===== src/rtl/qam16_pkg.sv =====
// qam16_pkg: shared 16-QAM level/state encodings and symbol pack/unpack helpers
package qam16_pkg;
    localparam logic [1:0] LVL_P1 = 2'b00;
    localparam logic [1:0] LVL_P3 = 2'b01;
    localparam logic [1:0] LVL_M1 = 2'b10;
    localparam logic [1:0] LVL_M3 = 2'b11;
    localparam logic [0:0] ST_IDLE = 1'b0;
    localparam logic [0:0] ST_RUN = 1'b1;
    function automatic logic [3:0] pack_pd(input logic [1:0] lvl_i, input logic [1:0] lvl_q);
        return {lvl_i[1], lvl_q[1], lvl_i[0], lvl_q[0]};
    endfunction
    function automatic logic [1:0] unpack_i(input logic [3:0] pd);
        return {pd[3], pd[1]};
    endfunction
    function automatic logic [1:0] unpack_q(input logic [3:0] pd);
        return {pd[2], pd[0]};
    endfunction
endpackage


===== src/rtl/qam16_slicer.sv =====
// qam16_slicer: 4-level decision of one correlator sum against +/-2*energy, ties to the inner level
module qam16_slicer
    import qam16_pkg::*;
#(
    parameter int ACC_W = 41,
    parameter int EN_W = 36
) (
    input  logic signed [ACC_W-1:0] acc,
    input  logic        [EN_W-1:0]  energy,
    output logic        [1:0]       lvl
);
    logic signed [EN_W+2:0] t;
    logic signed [EN_W+2:0] nt;
    assign t = {2'b00, energy, 1'b0};
    assign nt = -t;
    assign lvl = acc[ACC_W-1] ? (acc < nt ? LVL_M3 : LVL_M1) : (acc > t ? LVL_P3 : LVL_P1);
endmodule


===== src/rtl/qam16_demodulator.sv =====
// qam16_demodulator: coherent 16-QAM correlator receiver, one 4-bit symbol per SPS samples
module qam16_demodulator
    import qam16_pkg::*;
#(
    parameter int SPS = 16,
    parameter int CNT_W = $clog2(SPS),
    parameter int ACC_W = 37 + CNT_W,
    parameter int EN_W = 32 + CNT_W
) (
    input  logic               clk,
    input  logic               rst,
    input  logic               start,
    input  logic               sample_valid,
    input  logic signed [20:0] mixed_input,
    input  logic signed [15:0] sin,
    input  logic signed [15:0] cos,
    output logic        [3:0]  parallel_data,
    output logic               data_valid,
    output logic               busy
);
    logic [0:0] state;
    logic [CNT_W-1:0] cnt;
    logic signed [ACC_W-1:0] acc_i, acc_q, sum_i, sum_q, snap_i, snap_q;
    logic [EN_W-1:0] e_i, e_q, sum_ei, sum_eq, snap_ei, snap_eq;
    logic signed [36:0] prod_i, prod_q;
    logic [31:0] sq_i, sq_q;
    logic last, snap_pend;
    logic [1:0] lvl_i, lvl_q;

    assign prod_i = mixed_input * sin;
    assign prod_q = mixed_input * cos;
    assign sq_i = sin * sin;
    assign sq_q = cos * cos;
    assign sum_i = acc_i + ACC_W'(prod_i);
    assign sum_q = acc_q + ACC_W'(prod_q);
    assign sum_ei = e_i + EN_W'(sq_i);
    assign sum_eq = e_q + EN_W'(sq_q);
    assign last = cnt == CNT_W'(SPS - 1);
    assign busy = state == ST_RUN;

    // FSM, correlation over one symbol, and snapshot of the finished sums; start always wins
    always_ff @(posedge clk or negedge rst) begin
        if (!rst) begin
            state <= ST_IDLE;
            cnt <= '0;
            acc_i <= '0;
            acc_q <= '0;
            e_i <= '0;
            e_q <= '0;
            snap_i <= '0;
            snap_q <= '0;
            snap_ei <= '0;
            snap_eq <= '0;
            snap_pend <= 1'b0;
        end else begin
            snap_pend <= 1'b0;
            if (start) begin
                state <= ST_RUN;
                cnt <= '0;
                acc_i <= '0;
                acc_q <= '0;
                e_i <= '0;
                e_q <= '0;
            end else if (busy && sample_valid) begin
                cnt <= last ? '0 : cnt + 1'b1;
                acc_i <= last ? '0 : sum_i;
                acc_q <= last ? '0 : sum_q;
                e_i <= last ? '0 : sum_ei;
                e_q <= last ? '0 : sum_eq;
                if (last) begin
                    snap_i <= sum_i;
                    snap_q <= sum_q;
                    snap_ei <= sum_ei;
                    snap_eq <= sum_eq;
                    snap_pend <= 1'b1;
                end
            end
        end
    end

    qam16_slicer #(.ACC_W(ACC_W), .EN_W(EN_W)) u_slice_i (.acc(snap_i), .energy(snap_ei), .lvl(lvl_i));
    qam16_slicer #(.ACC_W(ACC_W), .EN_W(EN_W)) u_slice_q (.acc(snap_q), .energy(snap_eq), .lvl(lvl_q));

    // Register the sliced symbol one edge after the snapshot and strobe it once
    always_ff @(posedge clk or negedge rst) begin
        if (!rst) begin
            parallel_data <= '0;
            data_valid <= 1'b0;
        end else begin
            data_valid <= snap_pend;
            if (snap_pend) parallel_data <= pack_pd(lvl_i, lvl_q);
        end
    end
endmodule


===== config.mk =====
export PLATFORM = sky130hd
export DESIGN_NAME = qam16_demodulator
export DESIGN_NICKNAME = d
export VERILOG_FILES = /design/src/rtl/qam16_pkg.sv /design/src/rtl/qam16_slicer.sv /design/src/rtl/qam16_demodulator.sv
export SDC_FILE = /design/constraint.sdc
export NUM_CORES = 2
export LEC_CHECK = 0
export CAP_MARGIN = 15
export CORE_AREA = 2 2 404 366
export CTS_CLUSTER_DIAMETER = 120
export DETAILED_ROUTE_END_ITERATION = 10
export DIE_AREA = 0 0 406 368
export PLACE_DENSITY = 0.63
export SYNTH_ARGS = -nofsm -noshare
export SYNTH_HDL_FRONTEND = slang
export SYNTH_SLANG_ARGS = --single-unit

===== constraint.sdc =====
create_clock -name clk -period 5.5 [get_ports clk]
set_clock_uncertainty 0.1 [all_clocks]
set_input_delay 1.1 -clock clk [delete_from_list [all_inputs] [get_ports clk]]
set_output_delay 1.1 -clock clk [all_outputs]
set_load 0.02 [all_outputs]

; After elaboration in Yosys (flattened, before gate mapping)
; Index checks and enable logic that the tools add are counted.
[op_classes]
n_mux = 24
n_mul = 4
eq_ne = 1
order_cmp = 4
bitwise = 1
addsub = 7
n_reduce_logical = 3
[op_table]
columns = op, count
row1 = $mux 41, 6
row2 = $mux 36, 6
row3 = $add 41x37->41, 2
row4 = $gt 41x38->1, 2
row5 = $lt 41x39->1, 2
row6 = $neg 37->39, 2
row7 = $mul 21x16->37, 2
row8 = $add 36x32->36, 2
row9 = $mul 16x16->32, 2
row10 = $mux 4, 3
row11 = $mux 1, 7
row12 = $add 4x1->4 const B, 1
row13 = $eq 4x4->1 const B, 1
row14 = $mux 2, 2
row15 = $reduce_and 3->1, 1
row16 = $reduce_bool 2->1, 1
row17 = $logic_and 1x1->1, 1
row18 = $not 1->1, 1
[word_totals]
elab_cells = 57
in_bits = 57
output_inout_bits = 6
regBits = 319

; Longest topological paths before layout
[logic_depth]
depth_word = 5
mapped_depth = 35

; Cells and area by module
; Synthesis repeated with hierarchy kept, for this count alone.
[hier_totals]
cells_unflattened = 7046
hier_area_um2 = 65397.7
[by_module_without_submodules]
columns = mod, instances, area_per_inst_um2, seq_area_each_um2, cells_per_inst
row1 = qam16_demodulator, 1, 60445.5, 7982.7, 6390
row2 = qam16_slicer, 2, 2476.1, 0.0, 328

; Worst setup path after synthesis
; No wires, ideal clock.
[synth_timing]
path_type = input -> register
startpoint = in cos[12]
endpoint = reg snap_eq[34]
arrival_ns = 8.548
setup_time_ns = 0.133
path_stages = 31
required_time_ns = 5.267
slack_ns = -3.281
n_path_buf = 4
cell_sequence = clkbuf_1 -> clkbuf_1 -> nand2_1 -> fa_1 -> fa_1 -> fa_1 -> inv_1 -> fa_1 -> fa_1 -> inv_1 -> fa_1 -> inv_1 -> ha_1 -> buf_2 -> a21o_1 -> a21o_1 -> a211o_1 -> a221oi_1 -> nand3_1 -> a31oi_1 -> xnor2_1 -> ha_1 -> clkbuf_1 -> a21o_1 -> a2111oi_0 -> o2111ai_1 -> a41oi_1 -> o211ai_2 -> nand3_1 -> xor2_1 -> o21ai_0
[synth_between]
elab_chain_cells = 2
[synth_lines]
columns = item, line
row1 = from (decl), qam16_demodulator.sv:16  ; input logic signed [15:0] cos,
row2 = $mul 16x16->32, qam16_demodulator.sv:33  ; assign sq_q = cos * cos;
row3 = $add 36x32->36, qam16_demodulator.sv:37  ; assign sum_eq = e_q + EN_W'(sq_q);
row4 = to (signal assigned), qam16_demodulator.sv:74  ; snap_eq <= sum_eq;
row5 = to (decl), qam16_demodulator.sv:24  ; logic [EN_W-1:0] e_i, e_q, sum_ei, sum_eq, snap_ei, snap_eq;
; No other way between the ends.
; A chain may end at the register's enable or synchronous reset.

; Worst setup path in the final report
[layout_timing]
startpoint = in sin[12]
endpoint = reg snap_ei[30]
[layout_between]
elab_chain_cells = 2
[layout_lines]
columns = item, line
row1 = from (decl), qam16_demodulator.sv:15  ; input logic signed [15:0] sin,
row2 = $mul 16x16->32, qam16_demodulator.sv:32  ; assign sq_i = sin * sin;
row3 = $add 36x32->36, qam16_demodulator.sv:36  ; assign sum_ei = e_i + EN_W'(sq_i);
row4 = to (signal assigned), qam16_demodulator.sv:73  ; snap_ei <= sum_ei;
row5 = to (decl), qam16_demodulator.sv:24
; No other way between the ends.

==> results.txt <==
----------------------------------------------------
[Status]
  Run status ... finished, violations left
  Failing checks ... setup timing

[Cells and area]
  Final Net Count ... about 9.9k
  Utilization after layout ... between 50% and 60%
  Fill cells ... between 10k and 15k
  Area overhead of the layout relative to synthesis ... 27.9%
  Post-route non-filler standard cell count ... 9986
  Sequential cell area ... roughly 0.008 mm²
  Post-route cell area ... 0.0832 mm²
  Layout cell share with drive strength beyond 1 ... between 20% and 30%
  Footprint of the multi-input gates ... about 0.054 mm²
  ANT cells ... 0

[STA]
  Minimum setup slack in the final design ... -2420 ps
  Final hold vios ... 0
  Slew at the pin closest to its max-slew limit ... roughly 1100 ps
  Worst slew margin ... between 20 and 30%
  Total count of max-transition violations in the final report ... 0
  Final count of negative-setup-slack endpoints ... about 250
  Final period util ... 144%
  Clock period minus worst slack ... between 7000 and 8000 ps
  Setup repair after global routing missed its margin ... true
  Highest clock frequency the design can meet ... roughly 0.13 GHz

[Synth]
  Largest cells by area after synthesis ... sky130_fd_sc_hd__fa_1 (39%), sky130_fd_sc_hd__dfrtp_1 (12%), sky130_fd_sc_hd__ha_1 (12%), sky130_fd_sc_hd__inv_1 (8.3%), sky130_fd_sc_hd__nand2_1 (5.2%)
  Leading cell type by number of instances after synthesis ... sky130_fd_sc_hd__inv_1
  Number of instances in the synthesized netlist ... roughly 7.0k
  Sequential element share of the synthesized area ... between 10% and 20%
  Post-synthesis register bit count ... 319
  Leading post-synthesis cells by instance count ... sky130_fd_sc_hd__inv_1 (1443), sky130_fd_sc_hd__fa_1 (1253), sky130_fd_sc_hd__nand2_1 (905)
  Post-synth EDFFs ... 0
  Number of distinct library cells after synthesis ... 86
  Warnings, synthesis ... 0
  Library cell occupying the most area in the post-synthesis netlist ... sky130_fd_sc_hd__fa_1
  Proportion of netlist area held by the largest area contributor ... around 39%
  Async S/R FF share, synth ... between 90% and 100%
  Mapped Nets ... between 8k and 9k
  Commonest register cell after synthesis ... sky130_fd_sc_hd__dfrtp_1
  Post-synthesis average cell area ... 9.34 µm²
  Post-Syn Area ... 0.0650 mm²

[Floorplan]
  Initial Util ... 44.8%
  Number of cell rows ... around 130
  I/O pin count ... 63
  Width of the chip ... 406 µm
  Die area ... 0.149 mm²
  Die height ... approximately 370 µm
  Core area ... between 0.1 and 0.15 mm²

[CTS]
  Depth of the CTS H-tree ... 2
  Buffer cell driving the clock tree root ... sky130_fd_sc_hd__clkbuf_16
  Clock latency reported for the late side of the worst-skew pair ... approximately 620 ps
  Clock slew at reported path FFs ... 60 ps
  Deepest clock path buffer count ... 3
  Clock sinks ... around 320
  Number of buffers created by CTS ... 42
  TritonCTS clock tree ... done
  Post-CTS Hold Fix Bufs ... 0

[Global routing]
  Largest net degree at the start of global routing ... ~100
  Overall fraction of global-route tracks in use ... 25.7%
  Overflow left after global routing ... 0
  Vias in the first global route ... about 55k
  Antenna violations before repair ... 2
  Global-route wire length before repair ... approximately 300000 µm

[Detailed routing]
  Total routed wire length on the met1 layer ... slightly below 90000 µm
  Antenna Violating Nets Remaining ... 0
  Routed WL per cell ... approximately 19 µm
  Via-per-instance ratio ... between 5 and 6
  Overall via count from detail_route ... ~52k
  DRC violation total after the first TritonRoute iteration ... 3259
  Top routing layer used ... met5
  First-pass detailed-route iteration total ... 7
  Met3 wire length ... between 15000 and 20000 µm
  Post-Route WL ... ~190000 µm
  Met2 layer wire length in the routed design ... between 70000 and 80000 µm
  Post-route DRC ... 0

[Critical path]
  Required @ worst endpoint ... just under 6000 ps
  Cell family with most CP delay ... adder cells
  Arrival time of the worst setup path ... between 8000 and 9000 ps
  Nature of the critical path startpoint ... primary input
  Peak per-stage delay on the critical path ... around 570 ps
  Dominant cell type by count on the critical path ... sky130_fd_sc_hd__fa_1
  Sum of buffers and inverters on the critical path ... 11
  Category of the most critical setup path ... in2reg
  Maximum fanout along the worst path ... 5
  Capturing element type of the critical path ... flip-flop
  Slowest stage cell, crit path ... sky130_fd_sc_hd__fa_1

[Place]
  Placed cell count ... 9726
  Placed instance area ... ~0.077 mm²
  Dpl ws ... -3620 ps
  Port Buffer Count ... between 60 and 70
  Placer congestion estimate ... approximately 0.93
  Hpwl dp ... 150000 µm

[Worst hold path]
  Path class of the lowest-slack min-delay path ... in2async

[Flow run]
  Max-cap check violation count ... 0

----------------------------------------------------
cell families after synthesis:
kind of cell / synth area share, %
AO/OA/AOI/OAI: 9.34
multiplexers: 0.816
buffers and inverters: 9.97
adder cells (fa/ha/maj): 50.7
flip-flops: 12.3
XOR/XNOR: 3.92
AND/OR/NAND/NOR: 13.0
stage by stage:
stage                     setup TNS (ps)  hold WS, ps
after global routing             -398900          386
after global placement           -614290          367
after floorplan                  -298810          337
after CTS                        -329690          381
final                            -350130          342
after detailed placement         -627600          363
layer usage:
layer,vias to the layer above,global-route usage [%]
li1,23700,-
met1,26200,40.2
met4,4,4.49
met3,186,6.23
met5,-,0
met2,1536,36.1
repair_timing:
action                                  in CTS  in global routing
cloned                                      10                  0
endpoints found under the setup margin     250                251
resized for setup                          589                292
pin swaps                                  339                260
setup buffers                              131                 63
cell type report:
class | instances | area share [%]
clock inverters | 25 | 0.433
repair buffers | 1272 | 13.6
well taps | 1957 | 2.94
inverters | 1445 | 6.58
multi-input cells | 4916 | 65.5
flip-flops and latches | 319 | 9.60
clock buffers | 52 | 1.33
sequential cells by signal, summed over array words and instances, names as in the netlist:
name / cells
acc_i: 41
acc_q: 41
busy: 1
cnt: 4
data_valid: 1
e_i: 36
e_q: 36
parallel_data: 4
snap_ei: 36
snap_eq: 36
snap_i: 41
snap_pend: 1
snap_q: 41
cell usage in the layout (no fill, tap or decap), drive strengths merged, types with 205 or more instances in the layout:
master and count:
a21oi 211, and2 315, buf 1236, dfrtp 319, fa 1253, ha 630
inv 1444, nand2 905, o21ai 205, xnor2 226
path summary, 6_finish.rpt:
check,startpoint,end,slack (ps),depth (start not counted)
min in group clk,snap_q[0]$_DFFE_PN0P_,snap_q[0]$_DFFE_PN0P_,390,2
worst min-delay path,rst,e_i[35]$_DFFE_PN0P_,340,1
max in group asynchronous,rst,e_q[29]$_DFFE_PN0P_,3760,2
worst min register to register,snap_q[0]$_DFFE_PN0P_,snap_q[0]$_DFFE_PN0P_,390,2
worst max register to register,acc_q[15]$_DFFE_PN0P_,snap_q[38]$_DFFE_PN0P_,-220,21
worst max-delay path,sin[12],snap_ei[30]$_DFFE_PN0P_,-2420,36
Power is left out: the tool's default activity adds up to more than one toggle a clock period on the data nets, which glitch-free logic cannot reach.
